==> config.mk <==
export PLATFORM = sky130hd
export DESIGN_NAME = mac_operand_feeder
export DESIGN_NICKNAME = d
export VERILOG_FILES = /design/src/rtl/mac_feed_pkg.sv /design/src/rtl/result_fifo.sv /design/src/rtl/mac_operand_feeder.sv
export SDC_FILE = /design/constraint.sdc
export NUM_CORES = 1
export LEC_CHECK = 0
export BUFFER_PORTS_ARGS = -buffer_cell sky130_fd_sc_hd__buf_2
export CORE_ASPECT_RATIO = 0.6
export CORE_MARGIN = 2
export CORE_UTILIZATION = 58
export DETAILED_ROUTE_END_ITERATION = 10
export PLACE_DENSITY = 0.9
export REMOVE_ABC_BUFFERS = 1
export SLEW_MARGIN = 20
export SYNTH_ARGS = -nofsm -noshare
export SYNTH_HDL_FRONTEND = slang
export SYNTH_HIERARCHICAL = 1
export SYNTH_SLANG_ARGS = --single-unit
==> constraint.sdc <==
create_clock -name clk -period 4.9 [get_ports clk]
set_input_delay 0.49 -clock clk [delete_from_list [all_inputs] [get_ports clk]]
set_output_delay 0.49 -clock clk [all_outputs]
set_load 0.01 [all_outputs]
==> src/rtl/mac_feed_pkg.sv <==
// Shared widths for the 9-element MAC operand feeder.
package mac_feed_pkg;

    localparam int unsigned N_ELEM    = 9;
    localparam int unsigned IMG_W     = 8;
    localparam int unsigned WGT_W     = 4;
    localparam int unsigned BIAS_W    = 5;
    localparam int unsigned OUT_W     = 16;
    localparam int unsigned IMG_VEC_W = N_ELEM * IMG_W;
    localparam int unsigned WGT_VEC_W = N_ELEM * WGT_W;
    localparam int unsigned ELEM_CNT_W = 4;

    function automatic logic is_last_elem(logic [ELEM_CNT_W-1:0] cnt);
        return cnt == ELEM_CNT_W'(N_ELEM - 1);
    endfunction

endpackage

==> src/rtl/result_fifo.sv <==
// Synchronous first-word-fall-through FIFO; push and pop may coincide at any occupancy.
module result_fifo #(
    parameter int unsigned WIDTH = 16,
    parameter int unsigned DEPTH = 8
) (
    input  logic                     clk,
    input  logic                     rst,
    input  logic                     push,
    input  logic [WIDTH-1:0]         din,
    input  logic                     pop,
    output logic [WIDTH-1:0]         dout,
    output logic                     empty,
    output logic                     full,
    output logic [$clog2(DEPTH):0]   count
);

    localparam int unsigned PTR_W = $clog2(DEPTH);

    logic [WIDTH-1:0] mem [DEPTH];
    logic [PTR_W-1:0] wr_ptr;
    logic [PTR_W-1:0] rd_ptr;
    logic             do_push;
    logic             do_pop;

    assign empty   = count == '0;
    assign full    = count == (PTR_W + 1)'(DEPTH);
    assign do_pop  = pop && !empty;
    assign do_push = push && (!full || do_pop);
    assign dout    = empty ? '0 : mem[rd_ptr];

    always_ff @(posedge clk) begin
        if (rst) begin
            wr_ptr <= '0;
            rd_ptr <= '0;
            count  <= '0;
        end else begin
            if (do_push) wr_ptr <= wr_ptr + 1'b1;
            if (do_pop)  rd_ptr <= rd_ptr + 1'b1;
            unique case ({do_push, do_pop})
                2'b10:   count <= count + 1'b1;
                2'b01:   count <= count - 1'b1;
                default: count <= count;
            endcase
        end
    end

    always_ff @(posedge clk) begin
        if (do_push) mem[wr_ptr] <= din;
    end

    a_no_overflow: assert property (@(posedge clk) disable iff (rst) !(push && full && !pop));

endmodule

==> src/rtl/mac_operand_feeder.sv <==
// Packs 9 image/weight beats into a MAC window, issues it, and captures results under credits.
module mac_operand_feeder
    import mac_feed_pkg::*;
#(
    parameter int unsigned MAC_LATENCY = 5,
    parameter int unsigned RES_DEPTH   = 8
) (
    input  logic                 clk,
    input  logic                 rst,
    input  logic                 s_valid,
    output logic                 s_ready,
    input  logic [IMG_W-1:0]     s_image,
    input  logic [WGT_W-1:0]     s_weight,
    input  logic [BIAS_W-1:0]    s_exp_bias,
    output logic                 mac_valid,
    output logic [IMG_VEC_W-1:0] mac_image,
    output logic [WGT_VEC_W-1:0] mac_weight,
    output logic [BIAS_W-1:0]    mac_exp_bias,
    input  logic [OUT_W-1:0]     mac_out,
    output logic                 r_valid,
    input  logic                 r_ready,
    output logic [OUT_W-1:0]     r_data,
    output logic                 busy
);

    localparam int unsigned CRED_W = $clog2(RES_DEPTH) + 1;

    logic [ELEM_CNT_W-1:0]  elem_cnt;
    logic [IMG_VEC_W-1:0]   img_pack;
    logic [WGT_VEC_W-1:0]   wgt_pack;
    logic [BIAS_W-1:0]      bias_pack;
    logic [IMG_VEC_W-1:0]   img_next;
    logic [WGT_VEC_W-1:0]   wgt_next;
    logic [BIAS_W-1:0]      bias_next;
    logic [MAC_LATENCY-1:0] tags;
    logic [CRED_W-1:0]      in_flight;
    logic [CRED_W-1:0]      credits;
    logic [CRED_W-1:0]      fifo_count;
    logic                   fifo_empty;
    logic                   fifo_full;
    logic                   last;
    logic                   accept;
    logic                   issue;
    logic                   push;
    logic                   pop;

    assign last    = is_last_elem(elem_cnt);
    assign s_ready = !(last && credits == '0);
    assign accept  = s_valid && s_ready;
    assign issue   = accept && last;
    assign push    = tags[MAC_LATENCY-1];
    assign r_valid = !fifo_empty;
    assign pop     = r_valid && r_ready;
    assign busy    = (elem_cnt != '0) || (|tags) || !fifo_empty;

    // Pack contents with the current beat merged in, so the issue registers see beat 8 directly.
    always_comb begin
        img_next  = img_pack;
        wgt_next  = wgt_pack;
        bias_next = (elem_cnt == '0) ? s_exp_bias : bias_pack;
        img_next[IMG_VEC_W - 1 - IMG_W * int'(elem_cnt) -: IMG_W] = s_image;
        wgt_next[WGT_VEC_W - 1 - WGT_W * int'(elem_cnt) -: WGT_W] = s_weight;
    end

    // Every window from issue until pop holds a credit: pending issue, pipeline tags, FIFO entries.
    always_comb begin
        in_flight = CRED_W'(mac_valid);
        for (int unsigned i = 0; i < MAC_LATENCY; i++) begin
            in_flight = in_flight + CRED_W'(tags[i]);
        end
        credits = CRED_W'(RES_DEPTH) - in_flight - fifo_count;
    end

    always_ff @(posedge clk) begin
        if (rst) begin
            elem_cnt     <= '0;
            img_pack     <= '0;
            wgt_pack     <= '0;
            bias_pack    <= '0;
            mac_valid    <= 1'b0;
            mac_image    <= '0;
            mac_weight   <= '0;
            mac_exp_bias <= '0;
            tags         <= '0;
        end else begin
            if (accept) begin
                img_pack  <= img_next;
                wgt_pack  <= wgt_next;
                bias_pack <= bias_next;
                elem_cnt  <= last ? '0 : elem_cnt + 1'b1;
            end
            mac_valid <= issue;
            if (issue) begin
                mac_image    <= img_next;
                mac_weight   <= wgt_next;
                mac_exp_bias <= bias_next;
            end
            tags <= MAC_LATENCY'({tags, mac_valid});
        end
    end

    result_fifo #(
        .WIDTH (OUT_W),
        .DEPTH (RES_DEPTH)
    ) u_result_fifo (
        .clk   (clk),
        .rst   (rst),
        .push  (push),
        .din   (mac_out),
        .pop   (pop),
        .dout  (r_data),
        .empty (fifo_empty),
        .full  (fifo_full),
        .count (fifo_count)
    );

    logic unused_full;
    assign unused_full = fifo_full;

endmodule
==> impl_metrics.tcl, run 1 <==
set metrics [dict create \
    synthesis_warnings 6 \
    dieArea_mm2 0.0278 \
    final_setup_fails 0 \
    post_synth.cell_area_avg_um2 12.8 \
    fin_nets 1379 \
    post_cts_hold_buffer_count 0 \
    postLayoutCellArea_mm2 0.0176 \
    numPlacedInstances 1646 \
    vdd_ir_drop_max_mv 0.254 \
    routability_congestion 0.818 \
    timing.final.crit_period_ps 4450 \
    capturing_element_type_of_the_critical_path "output port" \
    post_cts.repair.setup_buffers 0 \
    synth_area_mm2 0.0153 \
    required_ps 4410 \
    power_switching_share 0.219 \
    postPlaceCellArea_mm2 0.0164 \
    via_count 10118 \
    tightest_slew_ps 1120 \
    critPathKind "flip-flop to output port" \
    average_wire_per_cell_in_the_routed_design_um 20.9 \
    report.final.slew_viol_count 0 \
    power_frac_comb 0.052 \
    detailedPlacementHpwl_um 22500 \
    p_sw_w 0.00139 \
    netlist_instances 1195 \
    effective_utilization_at_floorplan 0.586 \
    setup_repair_after_global_routing_missed_its_margin "false" \
    top_level_ports 170 \
    clock_skew_ps 17.3 \
    quantity_of_i_o_buffers_inserted_on_ports 169 \
    clk-insertion-delay-late_ps 520 \
    finalHoldViolations 0 \
    drt_wl_total_um 35800 \
    achievable-frequency_ghz 0.225 \
    via_per_inst 5.92 \
    cts_repair_resize_count 0 \
    root_buffer "sky130_fd_sc_hd__clkbuf_16" \
    setup.worst_path.start_class "flip-flop" \
    fin_total_pwr_w 0.00634 \
    timing.final.crit_share 0.907 \
    drt_pass1_iterations 5 \
    detail_route.iter0.violations 948 \
    grt_remaining_overflow 0 \
    max-slew-margin-rel 0.255 \
    power.share.clock 0.432 \
    power.density_cell_area_mw_per_mm2 361 \
    grt_start_max_net_pins 104 \
    antenna_violating_nets_post_route 0 \
    cts_tree "built" \
    post-route-drc-count 0 \
    fillerInstances 1821 \
    critical_path_peak_fanout 13 \
    timing.max_cap.violations 0 \
    cts_clock_pin_slew_for_the_worst_setup_and_hold_paths_ps 70 \
    globalRouteTotalUtil 0.255 \
    layout-drive-gt1-share 0.226 \
    cts_max_path_buffers 3 \
    fin_util 0.671 \
    antenna_cells 0 \
    holdCritPathClass "primary input to flip-flop" \
    seq_power_share 0.516 \
    core.rowCount 46 \
    syn_to_final_growth_pct 14.5 \
    finish.cell_count_without_fillers 1708 \
    floorplan.die.height_um 130 \
    die_x_um 214 \
    via_count_of_the_first_global_routing_pass 9905 \
    global_route_wire_length_before_repair_um 55700 \
    cts_max_level 2 \
    power.leakage_nw 6.79 \
    status "complete, no violations" \
    core_footprint_mm2 0.0262 \
    p_int_w 0.00495 \
    antenna_found_initial 0 \
    cts_buffers 35 \
    cts.sink_count 377 \
    cp_data_arrival_time_ps 3960 \
]
critical path: stages, from the launching register on:
cell,delay [ps]
sky130_fd_sc_hd__dfxtp_1,600
sky130_fd_sc_hd__fa_1,490
sky130_fd_sc_hd__inv_1,60
sky130_fd_sc_hd__ha_1,130
sky130_fd_sc_hd__inv_1,60
sky130_fd_sc_hd__fa_1,400
sky130_fd_sc_hd__inv_1,90
sky130_fd_sc_hd__fa_1,430
sky130_fd_sc_hd__ha_1,300
sky130_fd_sc_hd__nor3b_1,460
sky130_fd_sc_hd__nand3_1,220
sky130_fd_sc_hd__buf_2,200
final cells by class:
cell class,instances,area (um2),area share
clock buffers,50,995,0.0566
clock inverters,12,146,0.00834
inverters,24,90.1,0.00513
multi-input cells,699,6050,0.344
flip-flops and latches,377,8830,0.503
well taps,360,450,0.0257
repair buffers,186,1000,0.0570
per-stage QoR:
stage,setup slack (ps),hold slack (ps),TNS [ps]
2_1_floorplan,-2260,430,-247350
3_3_place_gp,879,439,0
3_5_place_dp,713,442,0
4_1_cts,460,228,0
5_1_grt,199,236,0
6_report,454,246,0
layer usage:
metal,part of all wire,vias to the layer above,wire (um),track usage
met5,0,-,0,0
met4,0.017,0,600,0.0609
met3,0.077,58,2740,0.0538
met2,0.45,394,16100,0.395
met1,0.46,5040,16300,0.370
li1,-,4626,-,-
power by group through the flow:
| stage | combinational (W) | clock (W) | sequential, W |
|---|---|---|---|
| detailed placement | 0.000321 | 0 | 0.00334 |
| finish | 0.000330 | 0.00274 | 0.00327 |
| global placement | 0.000313 | 0 | 0.00334 |
| global route | 0.000353 | 0.00290 | 0.00327 |
| floorplan | 0.000188 | 0 | 0.00333 |
| CTS | 0.000324 | 0.00277 | 0.00327 |
flip-flops by register name (all words and copies together), names as in the netlist, named ones only:
| register | cells |
|---|---|
| tags | 5 |
| mac_valid | 1 |
| u_result_fifo/count | 4 |
| mac_image | 72 |
| bias_pack | 5 |
| u_result_fifo/rd_ptr | 3 |
| mac_exp_bias | 5 |
| u_result_fifo/wr_ptr | 3 |
| wgt_pack | 36 |
| img_pack | 72 |
| elem_cnt | 4 |
| mac_weight | 36 |
| u_result_fifo/mem | 128 |
placed cells by master, fill, tap and decap left out, drive strengths merged, types with 6 or more instances in the layout:
cell / count
dfxtp: 249
mux2i: 210
buf: 186
edfxtp: 128
o2bb2ai: 113
nor2: 83
nand2b: 55
clkbuf: 50
nand2: 47
mux4: 32
a21oi: 31
inv: 26
nand3: 21
nand3b: 16
ha: 14
o21ai: 14
nor3: 6
final timing paths:
check,slack (ps),depth (start not counted),endpoint,start
max reg2reg,560,12,img_pack[20],tags[4]
min reg2reg,460,2,img_pack[27],img_pack[27]
max,450,11,s_ready,tags[4]
min,250,1,u_result_fifo/mem[7][0],mac_out[0]
Power figures use the tool's default switching activity.
==> run 2: changes to the inputs <==
--- a/config.mk
+++ b/config.mk
@@ -5,12 +5,15 @@
 export SDC_FILE = /design/constraint.sdc
 export NUM_CORES = 1
 export LEC_CHECK = 0
+export ABC_AREA = 1
 export BUFFER_PORTS_ARGS = -buffer_cell sky130_fd_sc_hd__buf_2
+export CELL_PAD_IN_SITES_DETAIL_PLACEMENT = 1
+export CELL_PAD_IN_SITES_GLOBAL_PLACEMENT = 2
 export CORE_ASPECT_RATIO = 0.6
 export CORE_MARGIN = 2
-export CORE_UTILIZATION = 58
+export CORE_UTILIZATION = 35
 export DETAILED_ROUTE_END_ITERATION = 10
-export PLACE_DENSITY = 0.9
+export PLACE_DENSITY = 0.91
 export REMOVE_ABC_BUFFERS = 1
 export SLEW_MARGIN = 20
 export SYNTH_ARGS = -nofsm -noshare
==> impl_metrics.tcl, run 2 <==
set metrics [dict create \
    status "complete, no violations" \
    timing.final.crit_period_ps 4380 \
    power.density_cell_area_mw_per_mm2 375 \
    timing.final.crit_share 0.893 \
    hold_path.startpoint "mac_out[6]" \
    cts_buffers 39 \
    max-slew-margin-rel 0.234 \
    cts.sink_count 377 \
    finalHoldViolations 0 \
    worstHoldPathCells 1 \
    setup_slack_ps 523 \
    effective_utilization_at_floorplan 0.352 \
    detailedPlacementHpwl_um 32600 \
    fin_nets 2275 \
    drt_pass1_iterations 4 \
    final_setup_fails 0 \
    fin_total_pwr_w 0.00725 \
    synth_area_mm2 0.0168 \
    final_cell_mix "sky130_fd_sc_hd__nand2_1 (620), sky130_fd_sc_hd__nand3_1 (272), sky130_fd_sc_hd__dfxtp_1 (248), sky130_fd_sc_hd__inv_1 (232), sky130_fd_sc_hd__nor2_1 (180)" \
    via_per_inst 4.99 \
    power.leakage_nw 9.16 \
    post_cts.repair.setup_buffers 0 \
    worst_path_max_delay_cell "sky130_fd_sc_hd__clkinv_2" \
    finish.cell_count_without_fillers 2889 \
    setup.worst_path.start_class "flip-flop" \
    floorplan.die.height_um 173 \
    largest_reg_flops 128 \
    core_footprint_mm2 0.0476 \
    cp_cell_sequence "fa_1, inv_1, ha_1, inv_1, fa_1, inv_1, fa_1, ha_1, nor2_1, nand2_1, nor2_1, nand2_2, nand4_1, clkinv_2, buf_4, nand2_1, nand2_1" \
    report.final.slew_viol_count 0 \
    r2r_cells 17 \
    capturing_element_type_of_the_critical_path "flip-flop" \
    cts_max_path_buffers 3 \
    cp_data_arrival_time_ps 4810 \
    syn_to_final_growth_pct 15.5 \
    grt_remaining_overflow 0 \
    root_buffer "sky130_fd_sc_hd__clkbuf_16" \
    top_level_ports 170 \
    via_count 14419 \
    rr_endpoint "mac_image[8]" \
    antenna_found_initial 0 \
    timing.hold.ws_ps 208 \
    achievable-frequency_ghz 0.228 \
    cts_clock_pin_slew_for_the_worst_setup_and_hold_paths_ps 60 \
    pre_cts_ws_ps 575 \
    post_synth.cell_area_avg_um2 7.88 \
    routability_congestion 0.757 \
    required_ps 5340 \
    clk-insertion-delay-late_ps 550 \
    cts_max_level 2 \
    globalRouteTotalUtil 0.203 \
    drt_wl_total_um 50500 \
    netlist_instances 2128 \
    core.rowCount 62 \
    critPathKind "flip-flop to flip-flop" \
    vdd_ir_drop_max_mv 0.214 \
    dieArea_mm2 0.0497 \
    quantity_of_i_o_buffers_inserted_on_ports 169 \
    cp-startpoint "tags[4]" \
    numPlacedInstances 2818 \
    tightest_slew_ps 1150 \
    antenna_cells 0 \
    grt_start_max_net_pins 95 \
    critical_path_peak_fanout 62 \
    via_count_of_the_first_global_routing_pass 15261 \
    worst_reg2reg_path_startpoint "tags[4]" \
    cts_tree "built" \
    end_point_of_the_critical_path "mac_image[8]" \
    most_common_library_cell_in_the_layout_ignoring_fill_and_taps "sky130_fd_sc_hd__nand2_1" \
    die_x_um 286 \
    post_cts_hold_buffer_count 0 \
    timing.critical_path.slowest_cell_delay_ps 680 \
    synthesis_warnings 6 \
    clock_skew_ps 31.2 \
    average_wire_per_cell_in_the_routed_design_um 17.5 \
    post-route-drc-count 0 \
    layout-drive-gt1-share 0.128 \
    timing.max_cap.violations 0 \
    antenna_violating_nets_post_route 0 \
    detail_route.iter0.violations 832 \
    top_register "u_result_fifo/mem" \
    reg2reg_slack_ps 520 \
    setup_repair_after_global_routing_missed_its_margin "false" \
    cts_repair_resize_count 0 \
    largest_registers "u_result_fifo/mem: 128 flops, img_pack: 72 flops, mac_image: 72 flops" \
    holdCritPathClass "primary input to flip-flop" \
    global_route_wire_length_before_repair_um 80700 \
]
[run 2: area by class of cell]
type                    count  area, um2
clock buffers              51       1100
clock inverters            20        324
fillers                  5753      28200
inverters                 238        900
multi-input cells        1375       6360
flip-flops and latches    377       8830
well taps                 640        801
repair buffers            188       1040
[run 2: through the flow]
stage                util  TNS (ps)  area, um2
finish              0.407         0      19400
global placement    0.376         0      17900
global route        0.407         0      19400
CTS                 0.406         0      19300
floorplan               -    -64680      16000
detailed placement  0.376         0      17900
[run 2: layer usage]
metal | share of wire | vias to the layer above | routed length [um] | GRT usage
li1 | - | 6973 | - | -
met1 | 0.47 | 7110 | 23500 | 0.271
met2 | 0.47 | 253 | 24000 | 0.343
met3 | 0.039 | 83 | 1980 | 0.0317
met4 | 0.021 | 0 | 1050 | 0.0491
met5 | 0 | - | 0 | 0
[run 2: critical path: cells and delay by family, from the launching register on]
kind,cells,cell delay (ps)
flip-flops,1,440
adder cells (fa/ha/maj),5,1700
AND/OR/NAND/NOR,7,720
buffers and inverters,5,1420
[run 2: how the worst min path moves through the flow]
stage / to / slack [ps]
global route: u_result_fifo/mem[4][6] / 190
detailed placement: mac_image[10] / 460
floorplan: tags[2] / 430
CTS: u_result_fifo/mem[4][6] / 180
global placement: tags[2] / 440
finish: u_result_fifo/mem[4][6] / 210
[run 2: power by group]
| part | internal (W) | total (W) | switching (W) |
|---|---|---|---|
| Combinational | 0.000158 | 0.000602 | 0.000444 |
| Clock | 0.00202 | 0.00331 | 0.00129 |
| Sequential | 0.00330 | 0.00333 | 0.0000335 |
